<file path="src/rtl/note_sequencer.sv">
// note_sequencer: steps a 16-entry note table at a fixed tempo and drives the oscillator note select and gate.
// Ports: i_clk/i_rst clock and async active-high reset; i_start/i_stop level-sampled play control;
// i_loop restarts after the final step; i_last_step final step index latched at start;
// i_wr_en/i_wr_addr/i_wr_data table write {rest, note}, honoured only while idle;
// o_note_sel note index, o_gate note sounding, o_step current step, o_busy playing,
// o_done one-cycle pulse when a one-shot pattern runs to its end.
module note_sequencer #(
  parameter int STEP_CYCLES = 6_250_000,
  parameter int GAP_CYCLES  = 625_000,
  parameter int PATTERN_LEN = 16
) (
  input  logic       i_clk,
  input  logic       i_rst,
  input  logic       i_start,
  input  logic       i_stop,
  input  logic       i_loop,
  input  logic [3:0] i_last_step,
  input  logic       i_wr_en,
  input  logic [3:0] i_wr_addr,
  input  logic [2:0] i_wr_data,
  output logic [1:0] o_note_sel,
  output logic       o_gate,
  output logic [3:0] o_step,
  output logic       o_busy,
  output logic       o_done
);
  localparam int CW = $clog2(STEP_CYCLES);
  localparam logic [CW-1:0] LAST_CNT = CW'(STEP_CYCLES - 1);
  localparam logic [CW-1:0] ON_CNT = CW'(STEP_CYCLES - GAP_CYCLES);
  typedef enum logic {IDLE, PLAY} state_t;
  state_t r_state, w_state;
  logic [2:0] r_tab [PATTERN_LEN];
  logic [CW-1:0] r_cnt, w_cnt;
  logic [3:0] r_step, w_step, r_last, w_last;
  logic [1:0] r_note, w_note;
  logic r_gate, w_gate, r_done, w_done, r_busy, r_rest, w_rest, w_load;
  logic [2:0] w_entry;
  always_comb begin
    w_state = r_state;
    w_cnt = r_cnt;
    w_step = r_step;
    w_last = r_last;
    w_done = 1'b0;
    w_load = 1'b0;
    if (r_state == IDLE) begin
      if (i_start && !i_stop) begin
        w_state = PLAY;
        w_last = i_last_step;
        w_step = '0;
        w_cnt = '0;
        w_load = 1'b1;
      end
    end else if (i_stop) begin
      w_state = IDLE;
      w_step = '0;
      w_cnt = '0;
    end else if (r_cnt == LAST_CNT) begin
      w_cnt = '0;
      w_load = 1'b1;
      if (r_step < r_last) w_step = r_step + 4'd1;
      else begin
        w_step = '0;
        if (!i_loop) begin
          w_state = IDLE;
          w_done = 1'b1;
          w_load = 1'b0;
        end
      end
    end else w_cnt = r_cnt + 1'b1;
    w_entry = r_tab[w_step];
    // The rest flag is captured at step load so a table write landing on the
    // start edge cannot change the step already in progress.
    w_rest = w_load ? w_entry[2] : r_rest;
    // Rests keep the previous note so the oscillator is never retuned needlessly.
    w_note = (w_load && !w_entry[2]) ? w_entry[1:0] : r_note;
    w_gate = (w_state == PLAY) && !w_rest && (GAP_CYCLES == 0 || w_cnt < ON_CNT);
  end
  always_ff @(posedge i_clk or posedge i_rst) begin
    if (i_rst) begin
      r_state <= IDLE;
      r_cnt <= '0;
      r_step <= '0;
      r_last <= '0;
      r_note <= '0;
      r_gate <= 1'b0;
      r_done <= 1'b0;
      r_busy <= 1'b0;
      r_rest <= 1'b1;
    end else begin
      r_state <= w_state;
      r_cnt <= w_cnt;
      r_step <= w_step;
      r_last <= w_last;
      r_note <= w_note;
      r_gate <= w_gate;
      r_done <= w_done;
      r_busy <= (w_state == PLAY);
      r_rest <= w_rest;
    end
  end
  always_ff @(posedge i_clk or posedge i_rst) begin
    if (i_rst) begin
      for (int i = 0; i < PATTERN_LEN; i++) r_tab[i] <= 3'b100;
    end else if (i_wr_en && r_state == IDLE) begin
      r_tab[i_wr_addr] <= i_wr_data;
    end
  end
  assign o_note_sel = r_note;
  assign o_gate = r_gate;
  assign o_step = r_step;
  assign o_busy = r_busy;
  assign o_done = r_done;
endmodule

</file>
<file path="config.mk">
export PLATFORM = sky130hd
export DESIGN_NAME = note_sequencer
export DESIGN_NICKNAME = d
export VERILOG_FILES = /design/src/rtl/note_sequencer.sv
export SDC_FILE = /design/constraint.sdc
export NUM_CORES = 1
export LEC_CHECK = 0
export ABC_AREA = 1
export CAP_MARGIN = 20
export CORE_UTILIZATION = 34
export DETAILED_ROUTE_END_ITERATION = 8
export PLACE_DENSITY = 0.54
export SLEW_MARGIN = 20
export SYNTH_ARGS = -nofsm -noshare
export SYNTH_HDL_FRONTEND = slang
export SYNTH_SLANG_ARGS = --single-unit
</file>
<file path="constraint.sdc">
create_clock -name i_clk -period 3.85 [get_ports i_clk]
set_input_delay 1.155 -clock i_clk [delete_from_list [all_inputs] [get_ports i_clk]]
set_output_delay 1.155 -clock i_clk [all_outputs]
set_load 0.02 [all_outputs]
</file>
---- After elaboration in Yosys (flattened, before gate mapping) ----
Cells that the tools add are included.
cells by class
  add/subtract/negate cells ............... 2
  magnitude comparators ................... 5
  eq/ne operators ......................... 1
  mux-type cells .......................... 30
  bitwise logic cells ..................... 3
  reductions and logical operators ........ 10
operator list
  operator                 count
  $mux W23                 4
  $bwmux W48               1
  $add A23 B1 Y23 const B  1
  $eq A23 B23 Y1 const B   1
  $lt A23 B23 Y1 const B   1
  $mux W4                  5
  $mux W1                  15
  $bmux W3 S4              1
  $demux W3 S4             1
  $ge A5 B5 Y1 const B     2
  $not A4 Y5               2
  $mux W3                  3
  $logic_and A1 B1 Y1      6
  $lt A5 B1 Y1 const B     1
  $add A4 B1 Y4 const B    1
  $lt A4 B4 Y1             1
  $logic_not A1 Y1         3
  $reduce_and A2 Y1        1
  $not A1 Y1               1
word-level totals
  bits in registers ....................... 85
  input port bits ......................... 17
  output and inout port bits .............. 9
  word-level logic and storage cells ...... 75

---- Longest topological paths before layout ----
Gate-level depths: netlist of run 1.
  depth in word-level cells ............... 13
  depth in mapped cells ................... 19
  depth with buffers taken out ............ 18

---- Worst setup path before layout of run 1 ----
OpenSTA, ideal clock, no wires.
  path type ............................... input to register
  start point ............................. input i_stop
  end point ............................... register r_gate (netlist: o_gate)
  setup time .............................. 0.115 ns
  arrival ................................. 2.583 ns
  required time ........................... 3.735 ns
  path slack .............................. 1.152 ns
  stages .................................. 15
  buffers on the path ..................... 1
  cells stage by stage .................... inv_1 nand2_1 inv_1 nor2_2 inv_2 nor2_1 o21bai_2 buf_2 nand3_1 nand3_1 nand3_2 nand2_1 nand2_1 nand3_1 nor2_1
on the way
  longest elaborated chain between the ends .. 12
  elaborated cells between the ends (all ways) .. 22
  classes of those cells .................. order compare (1); mux (15); bitwise (1); reduce/logical (5)
ends and longest elaborated chain
  element                                       RTL line  RTL
  start: declaration                            15        input logic i_stop,
  $logic_not A1 Y1                              46        if (i_start && !i_stop) begin
  $logic_and A1 B1 Y1                           46
  $mux W4                                       46
  $mux W4 *                                     45        if (r_state == IDLE) begin
  via w_step[1]                                 34        logic [3:0] r_step, w_step, r_last, w_last;
  $not A4 Y5 (not written as such) *            70        w_entry = r_tab[w_step];
  $bmux W3 S4 *                                 70
  $mux W3 (not written as such) * (2 in a row)  70
  $mux W1 *                                     73        w_rest = w_load ? w_entry[2] : r_rest;
  $logic_not A1 Y1 *                            76        w_gate = (w_state == PLAY) && !w_rest && (GAP_CYCLES == 0 || w_cnt < ON_CNT);
  $logic_and A1 B1 Y1 * (2 in a row)            76
  via w_gate                                    36        logic r_gate, w_gate, r_done, w_done, r_busy, r_rest, w_rest, w_load;
  end signal: assignment                        95        r_gate <= w_gate;
  end: declaration                              36
Mark *: on every way through the listed nets, which the timed path passes. The rest lies on a longest branch. The select of a mux whose other input is x is not followed.
A chain may end at the register's enable or synchronous reset.

---- Final worst setup path of run 1 ----
  start point ............................. input i_stop
  end point ............................... register r_note[1] (netlist: o_note_sel[1])
on the way
  longest elaborated chain between the ends .. 10
  elaborated cells between the ends (all ways) .. 14
  classes of those cells .................. mux (9); bitwise (1); reduce/logical (4)
ends and longest elaborated chain
  element                                     RTL line  RTL
  $logic_not A1 Y1                            46
  $logic_and A1 B1 Y1                         46
  $mux W4                                     46
  $mux W4                                     45
  $not A4 Y5 (not written as such)            70
  $bmux W3 S4                                 70
  $mux W3 (not written as such) (2 in a row)  70
  $logic_not A1 Y1                            75        w_note = (w_load && !w_entry[2]) ? w_entry[1:0] : r_note;
  $logic_and A1 B1 Y1                         75
  end signal: assignment                      94        r_note <= w_note;
  end: declaration                            35        logic [1:0] r_note, w_note;
Parallel ways exist; a longest one is shown, timed or not. The select of a mux whose other input is x is not followed.

==> summary by stage, run 1 <==
Critical path
The required time reported for the critical path endpoint is ~4000 ps. The worst setup path is of the in -> reg kind. The critical path buffer and inverter count is 3.

The data arrival time at the worst-slack endpoint is approximately 3300 ps. The worst setup path is launched from an input port. Among all stages on the critical path, the largest delay is contributed by sky130_fd_sc_hd__clkdlybuf4s50_1.

The most frequent cell on the critical path is sky130_fd_sc_hd__nand3_1. For this run, the slowest stage of the critical path takes between 400 and 500 ps. The gate family responsible for the most delay along the worst path is simple AND/OR/NAND/NOR gates. The highest fanout seen on the critical path is 13. Walking the worst path, the cells encountered are clkdlybuf4s50_1 -> nor2_1 -> nand3_1 -> nand2_4 -> clkinv_1 -> o21bai_2 -> nand3_1 -> nand3_1 -> nand3_2 -> nand3_2 -> inv_2 -> nand2_1 -> nand2_1. The endpoint class of the critical path is a flip-flop.

Floorplan
The number of cell rows is 42. The starting utilization of the core area is a little over a third. The placeable core area is 0.0135 mm². Pin placement for this block handled 26 I/O pins. The die covers 0.0145 mm².

The die is 121 µm tall. In this run the horizontal extent of the chip is 121 µm.

Clock network
The count of instances resized after the clock tree is built is 0. After clock tree synthesis, the clock-pin slew on the worst setup and hold paths is 60 ps. Clock latency on the worst-skew pair, taken at its later pin, is roughly 350 ps.

The H-tree depth reported by CTS is 3. The clock passes through at most 2 buffers. The clock tree from TritonCTS is yes. The TritonCTS sink count is 85. In this run, post-CTS hold repair placed 0 buffers. The clock tree root driver cell is sky130_fd_sc_hd__clkbuf_16. The buffer count from post-CTS setup fixing is 0.

Clock tree synthesis inserted a total of 9 buffers.

Synth
The number of enable flip-flop cells after synthesis is 0. The combined area of all synthesized cells is approximately 0.0048 mm². The post-synthesis instance total is 628.

The distinct cell type count after synthesis is 43. By instance count, the leading cell after synthesis is sky130_fd_sc_hd__nand2_1. After synthesis, the cell types taking the most area are sky130_fd_sc_hd__dfrtp_1 36%, sky130_fd_sc_hd__nand2_1 13%, sky130_fd_sc_hd__dfstp_2 9.3%. The number of warnings reported in the yosys synthesis log is 0. For this run, the register share of the synthesized area comes to 44.9%. The synthesized net count is 650.

The library cell occupying the most area in the post-synthesis netlist is sky130_fd_sc_hd__dfrtp_1. The predominant post-synthesis flop cell is sky130_fd_sc_hd__dfrtp_1. The flip-flop and latch count after synthesis is 85. The mean instance size in the synthesized netlist is approximately 7.6 µm². The fraction of registers with async set/reset is 100%. The commonest cells after synthesis are 161 x sky130_fd_sc_hd__nand2_1, 74 x sky130_fd_sc_hd__inv_1, 68 x sky130_fd_sc_hd__dfrtp_1, 68 x sky130_fd_sc_hd__nor2_1, 68 x sky130_fd_sc_hd__o21ai_0. The proportion of netlist area held by the largest area contributor is 35.6%.

Placement
Once detailed placement completed, the half-perimeter wirelength came to around 9300 µm. The cell area after placement is 0.00522 mm². Routability-driven placement finished with a final weighted congestion of between 0.8 and 0.9. During placement, the flow inserted port buffers numbering 25.

Power
For this design the static power due to leakage is 2.48 nW. Sequential cells burn around 46% of the power. Per report_power, the clock group accounts for 30.8% of the total. Combinational logic is responsible for 22.9% of the overall power. For this design the total switching power over the nets is 0.000969 W. The switching portion of total power is approximately a third. Internal power comes to between 0.0015 and 0.002 W. The power per unit of standard cell area is ~530 mW/mm².

The peak supply drop is approximately 0.31 mV.

Status
The run finished with clean final reports.

STA
The worst clock skew on the final layout is 6.57 ps. Setup repair after global routing left no endpoint under its margin. The final hold violation count is 0. The worst path needs between 3000 and 4000 ps of the cycle, external delays included.

Setup total negative slack on the finished layout was measured at 0 ps. The max-slew violation count is 0. The final worst-path cycle share is about four fifths. Static timing analysis puts the maximum clock frequency at between 300 and 400 MHz. At the pin with the least slew margin, the transition time is 968 ps. In this run the tightest slew margin relative to its limit is 35.5%. The setup violation total in the final timing report is 0.

Routing
The routed via count divided by cell count is roughly 5.0. The detailed-route wire length per cell is 14.8 µm. The DRC violation total after the first TritonRoute iteration is 305. The first TritonRoute pass finished after 5 iterations. The count of unresolved DRC violations after routing is 0. The sum of routed wire length over all layers is 12400 µm. The count of nets left with antenna violations once routing finished came out at 0. The via count is between 4k and 5k.

GRT
The via count of the first global-routing pass is ~4k. Across every metal layer, demand over resource in global routing totals between 10% and 20%. The initial antenna violation count is 0. The total overflow left after global routing is 0.

The first global-routing pass estimated between 20000 and 25000 µm of wire. Entering global routing, the biggest net connects 55 pins.

Layout
The number of antenna diodes in the final layout is 0. The finished layout cell area is roughly 0.0055 mm². The filler cells instantiated in the layout total ~1.4k. The area growth from synthesis to layout is 15.5%. The fraction of layout cells with a size suffix above 1 is between 10% and 20%. At the end of the flow, the number of nets in the layout was roughly 700.

Hold path
The class of the worst hold path is reg -> reg.

Job
The tool flagged a number of max-cap violations equal to 0.
==> path summary, 6_finish.rpt <==
path	end	start	cells past startpoint	slack (ps)
worst max-delay path	o_note_sel[1]	i_stop	13	760
max in group asynchronous	r_last[0]	i_rst	3	1760
min in group asynchronous	r_cnt[1]	i_rst	2	1300
worst min-delay path	r_last[0]	r_last[0]	2	480
worst max register to register	o_note_sel[1]	r_cnt[0]	16	1050
worst min register to register	r_last[0]	r_last[0]	2	480
==> state kept, by name (all words and copies together) (netlist names), 2 cells and up <==
name,count
o_note_sel,2
r_last,4
o_step,4
r_tab,48
r_cnt,23
==> cells by family (layout without fill, tap and decap cells) <==
logic type	Yosys count	count (layout)	synth area share [%]
adders and majority gates	5	5	1.31
DFF	85	85	44.9
xor gates and xnor gates	4	4	0.732
and+or+nand+nor	323	323	31.0
AOI/OAI and AO/OA	116	116	13.7
buffers and inverters	95	131	8.40
==> layout make-up <==
class / instances / area (µm²) / share of cell area [%]
clock inverters: 7 / 80.1 / 1.45
flip-flops and latches: 85 / 2150 / 38.9
well taps: 176 / 220 / 3.99
multi-input cells: 448 / 2230 / 40.4
clock buffers: 9 / 225 / 4.08
repair buffers: 32 / 303 / 5.48
inverters: 83 / 313 / 5.66
==> worst reg2reg max path, delay by kind of cell (launching register included) <==
kind	cells	cell delay [ps]
simple gates	13	1810
flops	1	440
fa+ha+maj	1	320
buf+inv	2	120
==> layer usage <==
layer  share of wire [%]  wire [µm]  track usage, %
met3                 3.9        484            3.58
met1                  48       5910            24.6
met4                 2.1        267            7.41
met2                  46       5770            29.8
met5                   0          0               0
==> cell usage in the layout, fill, tap and decap left out, types with 2 or more instances in the layout <==
cell                              instances
sky130_fd_sc_hd__ha_1                     5
sky130_fd_sc_hd__inv_1                   73
sky130_fd_sc_hd__nand4_1                  8
sky130_fd_sc_hd__o22ai_1                  4
sky130_fd_sc_hd__nor3_1                   9
sky130_fd_sc_hd__nand2_2                  4
sky130_fd_sc_hd__o21ai_1                 20
sky130_fd_sc_hd__a31oi_1                  2
sky130_fd_sc_hd__nand3_4                  3
sky130_fd_sc_hd__nand2_4                  4
sky130_fd_sc_hd__dfstp_2                 17
sky130_fd_sc_hd__nor2_1                  68
sky130_fd_sc_hd__nor2_2                   4
sky130_fd_sc_hd__nand3_2                  5
sky130_fd_sc_hd__clkbuf_16                9
sky130_fd_sc_hd__o21ai_0                 68
sky130_fd_sc_hd__o21ai_2                  3
sky130_fd_sc_hd__clkinvlp_4               2
sky130_fd_sc_hd__and2_1                   2
sky130_fd_sc_hd__clkdlybuf4s50_1         25
sky130_fd_sc_hd__nand3b_1                 4
sky130_fd_sc_hd__nand3_1                 44
sky130_fd_sc_hd__nand2_1                161
sky130_fd_sc_hd__xor2_1                   4
sky130_fd_sc_hd__o211ai_2                 2
sky130_fd_sc_hd__dfrtp_1                 68
sky130_fd_sc_hd__inv_2                    8
sky130_fd_sc_hd__inv_6                    4
sky130_fd_sc_hd__nor3_2                   2
sky130_fd_sc_hd__buf_4                    7
sky130_fd_sc_hd__nor2_4                   2
sky130_fd_sc_hd__a21oi_1                  9
==> power by group through the flow <==
stage               registers [W]  clock network, W  logic, W
floorplan                 0.00134                 0  0.000461
global placement          0.00137                 0  0.000666
detailed placement        0.00138                 0  0.000678
CTS                       0.00136          0.000929  0.000683
global route              0.00139          0.000968  0.000779
finish                    0.00136          0.000907  0.000675
==> through the flow <==
stage	std cells	power, W	setup slack [ps]	utilization, %	hold WS (ps)
3_5_place_dp	824	0.00205	395	38.6	466
5_1_grt	840	0.00314	532	40.9	504
4_1_cts	840	0.00297	758	40.9	486
6_report	840	0.00294	759	40.9	476
3_3_place_gp	824	0.00204	461	38.6	472
2_1_floorplan	628	0.00180	530	-	442
Note: power is estimated with default switching activity, not from simulation.
==> run 2, diff against run 1 <==
==> constraint.sdc (replaced) <==
create_clock -name i_clk -period 3 [get_ports i_clk]
set_input_delay 0.9 -clock i_clk [delete_from_list [all_inputs] [get_ports i_clk]]
set_output_delay 0.9 -clock i_clk [all_outputs]
set_load 0.02 [all_outputs]
==> run 2 against run 1 <==
  * Via count up 0.81%
  * Clock skew up 4.7 ps
  * Worst hold slack better by 10 ps
  * Critical path type unchanged
==> summary by stage, run 2 (synthesis results as in run 1) <==
Status
The flow ran to the end, and the final reports show no timing, DRC or antenna violations.

Clock network
The number of clock buffers inserted by TritonCTS is 9. The clock passes through at most 2 buffers. The H-tree depth reported by CTS is 3. The count of instances resized after the clock tree is built is 0.

In this run, post-CTS hold repair placed 0 buffers. The later pin in the worst-skew pair is clocked with a latency of approximately 360 ps. Buffers added to address setup during post-CTS repair amount to 0. The clock edge transition at the registers on the reported setup and hold paths is about 60 ps. The TritonCTS sink count is 85.

The tree is rooted in a sky130_fd_sc_hd__clkbuf_16. TritonCTS built the clock tree.

GRT
The via count of the first global-routing pass is 4274. The residual overflow from global routing is 0. Entering global routing, the biggest net connects 45 pins. The initial antenna violation count is 0. For met1 alone, demand over resource in global routing was between 20% and 30%.

The met3 layer usage reported by global route is between 4 and 5%. In the global route stage, met2 resource usage came out at a little under a third. The most utilized layer in the global route result is met2.

The first global-routing pass estimated approximately 21000 µm of wire. The all-layer global routing usage is roughly a fifth.

STA
Setup violations remaining at the end of the flow were counted as 0. For the pin with the worst max-slew slack, the measured transition is about 590 ps. The setup TNS is 0 ps. The final worst-path cycle share is 86.5%. For the final database, setup skew stands at 11.2 ps. The final hold violation count was 0. The worst slew margin relative to its limit is between 60% and 70%. The smallest clock period supported by the final layout is computed as ~2600 ps. Setup repair after global routing left no endpoint under its margin. The max-slew violation count was 0. The highest clock frequency the design can meet is 386 MHz.

Layout
The finished layout holds approximately 860 standard cells, fillers aside. The fraction of layout cells with a size suffix above 1 is between 10% and 20%. The register with the most flip-flops in the final layout is r_tab. In the layout the commonest cells are 161 x sky130_fd_sc_hd__nand2_1, 73 x sky130_fd_sc_hd__inv_1, 68 x sky130_fd_sc_hd__o21ai_0, 68 x sky130_fd_sc_hd__nor2_1, 68 x sky130_fd_sc_hd__dfrtp_1. The most frequent standard cell in the layout excluding fill and tap cells is sky130_fd_sc_hd__nand2_1. The multi-input logic area is 0.00223 mm². The number of fill cells is roughly 1.3k. At the end of the flow, the number of nets in the layout was about 700. In the final layout, the registers with the most flip-flops are r_tab: 48 flops, r_cnt: 23 flops. 0 antenna diodes ended up in the layout.

The area growth from synthesis to layout is 19.6%. The footprint of the flip-flops and latches is 0.00215 mm². The number of flip-flops under the largest register name is 48.

Critical path
The required time reported for the critical path endpoint is roughly 3200 ps. STA classifies the critical path endpoint as a flip-flop. The cell with the largest stage delay on the worst path is sky130_fd_sc_hd__clkdlybuf4s50_1. The data arrival time at the worst-slack endpoint is 2830 ps. The startpoint identified for the worst register-to-register timing path is r_cnt[0]. For this run, the slowest stage of the critical path takes a little under 500 ps.

The most frequent cell on the critical path is sky130_fd_sc_hd__nand2_1. The worst setup path startpoint is i_stop. Traced cell by cell, the critical path runs through clkdlybuf4s50_1 -> inv_1 -> nand2_1 -> inv_1 -> nor2_2 -> inv_2 -> buf_4 -> o21ai_0 -> nand2_1 -> nor2_1 -> and2_1 -> nand2_1 -> nand3_1 -> nor2_1. The critical path class is in -> reg.

The startpoint type of the worst setup path is an input port. Of all nets on the critical path, the largest fanout is 7.

Floorplan
The placeable core area is about 0.014 mm². The die covers between 0.01 and 0.015 mm². In this run the count of I/O pins placed on the die edge is 26. The number of cell rows is 42. The horizontal die dimension is about 120 µm. Once the floorplan was initialized, standard cells occupied a little over a third of the core. The height of the die is between 100 and 150 µm.

Routing
The first TritonRoute pass finished after 6 iterations. Dividing the detail-routed wire length by the instance count gives approximately 15 µm. The final route contains roughly 4.2k vias.

The sum of routed wire length over all layers is approximately 12000 µm. The DRC violation total after the first TritonRoute iteration is 318. The routed via count divided by cell count is ~5.0. Once detail routing completed, the nets flagged for antenna violations numbered 0. The count of unresolved DRC violations after routing is 0.

Placement
The routability-driven placement congestion ratio is 0.882. Including well taps, the total number of placed cells is between 800 and 900. The HPWL after detailed placement is a little over 9000 µm. The number of input and output port buffers inserted is 25.

Job
The count of max-cap constraint violations is 0.

Power
The peak supply drop is around 0.35 mV. The power per unit of standard cell area is slightly below 700 mW/mm². For this design the static power due to leakage is around 2.6 nW.

Hold path
The startpoint identified for the worst hold timing path is r_last[0]. The worst hold path belongs to the class reg -> reg.
[run 2: cell types whose count changed in the layout (fill, tap and decap cells not counted)]
cell,delta
sky130_fd_sc_hd__buf_12,+4
sky130_fd_sc_hd__buf_4,+12
sky130_fd_sc_hd__bufinv_16,+1
sky130_fd_sc_hd__clkinv_2,-1
sky130_fd_sc_hd__clkinv_4,+2
sky130_fd_sc_hd__clkinvlp_4,-1
sky130_fd_sc_hd__inv_6,-1
[run 2: final cells by class]
type	count	share of cell area, %
clock inverters	7	1.82
clock buffers	9	3.94
repair buffers	48	8.27
inverters	83	5.51
well taps	176	3.85
multi-input cells	448	39.1
flip-flops and latches	85	37.6
[run 2: metal layers]
layer	up-vias	part of all wire, %	routed length [µm]
li1	2138	-	-
met1	2008	47	5910
met2	78	48	5930
met3	14	3.7	460
met4	0	1.5	184
met5	-	0	0
[run 2: worst paths after layout]
check                      slack [ps]  depth (start not counted)        end
max                               410                         14     o_gate
min                               490                          2  r_last[0]
max reg2reg                       470                         14     o_gate
min reg2reg                       490                          2  r_last[0]
max in group asynchronous        1470                          3  r_tab[38]
min in group asynchronous         910                          2   r_cnt[2]
[run 2: report_power, final]
part	internal [W]	total [W]	switching (W)	leakage (nW)
logic	0.000364	0.000897	0.000533	1.35
registers	0.00154	0.00175	0.000209	1.08
clock network	0.000741	0.00124	0.000503	0.161
total	0.00264	0.00389	0.00125	2.59
[run 2: per-stage QoR]
step	hold WS, ps	area [µm²]	utilization (%)	setup WS [ps]	power (W)
after detailed placement	466	5390	39.9	34.5	0.00267
after global placement	467	5390	39.9	89.1	0.00265
final	486	5720	42.3	406	0.00389
after floorplan	442	4790	-	557	0.00231
after global routing	501	5720	42.3	115	0.00414
after CTS	487	5720	42.3	408	0.00394
[run 2: critical path, delay by kind of cell]
family          cells  cell delay (ps)
buf+inv             5              830
simple gates        8              780
compound gates      1              320
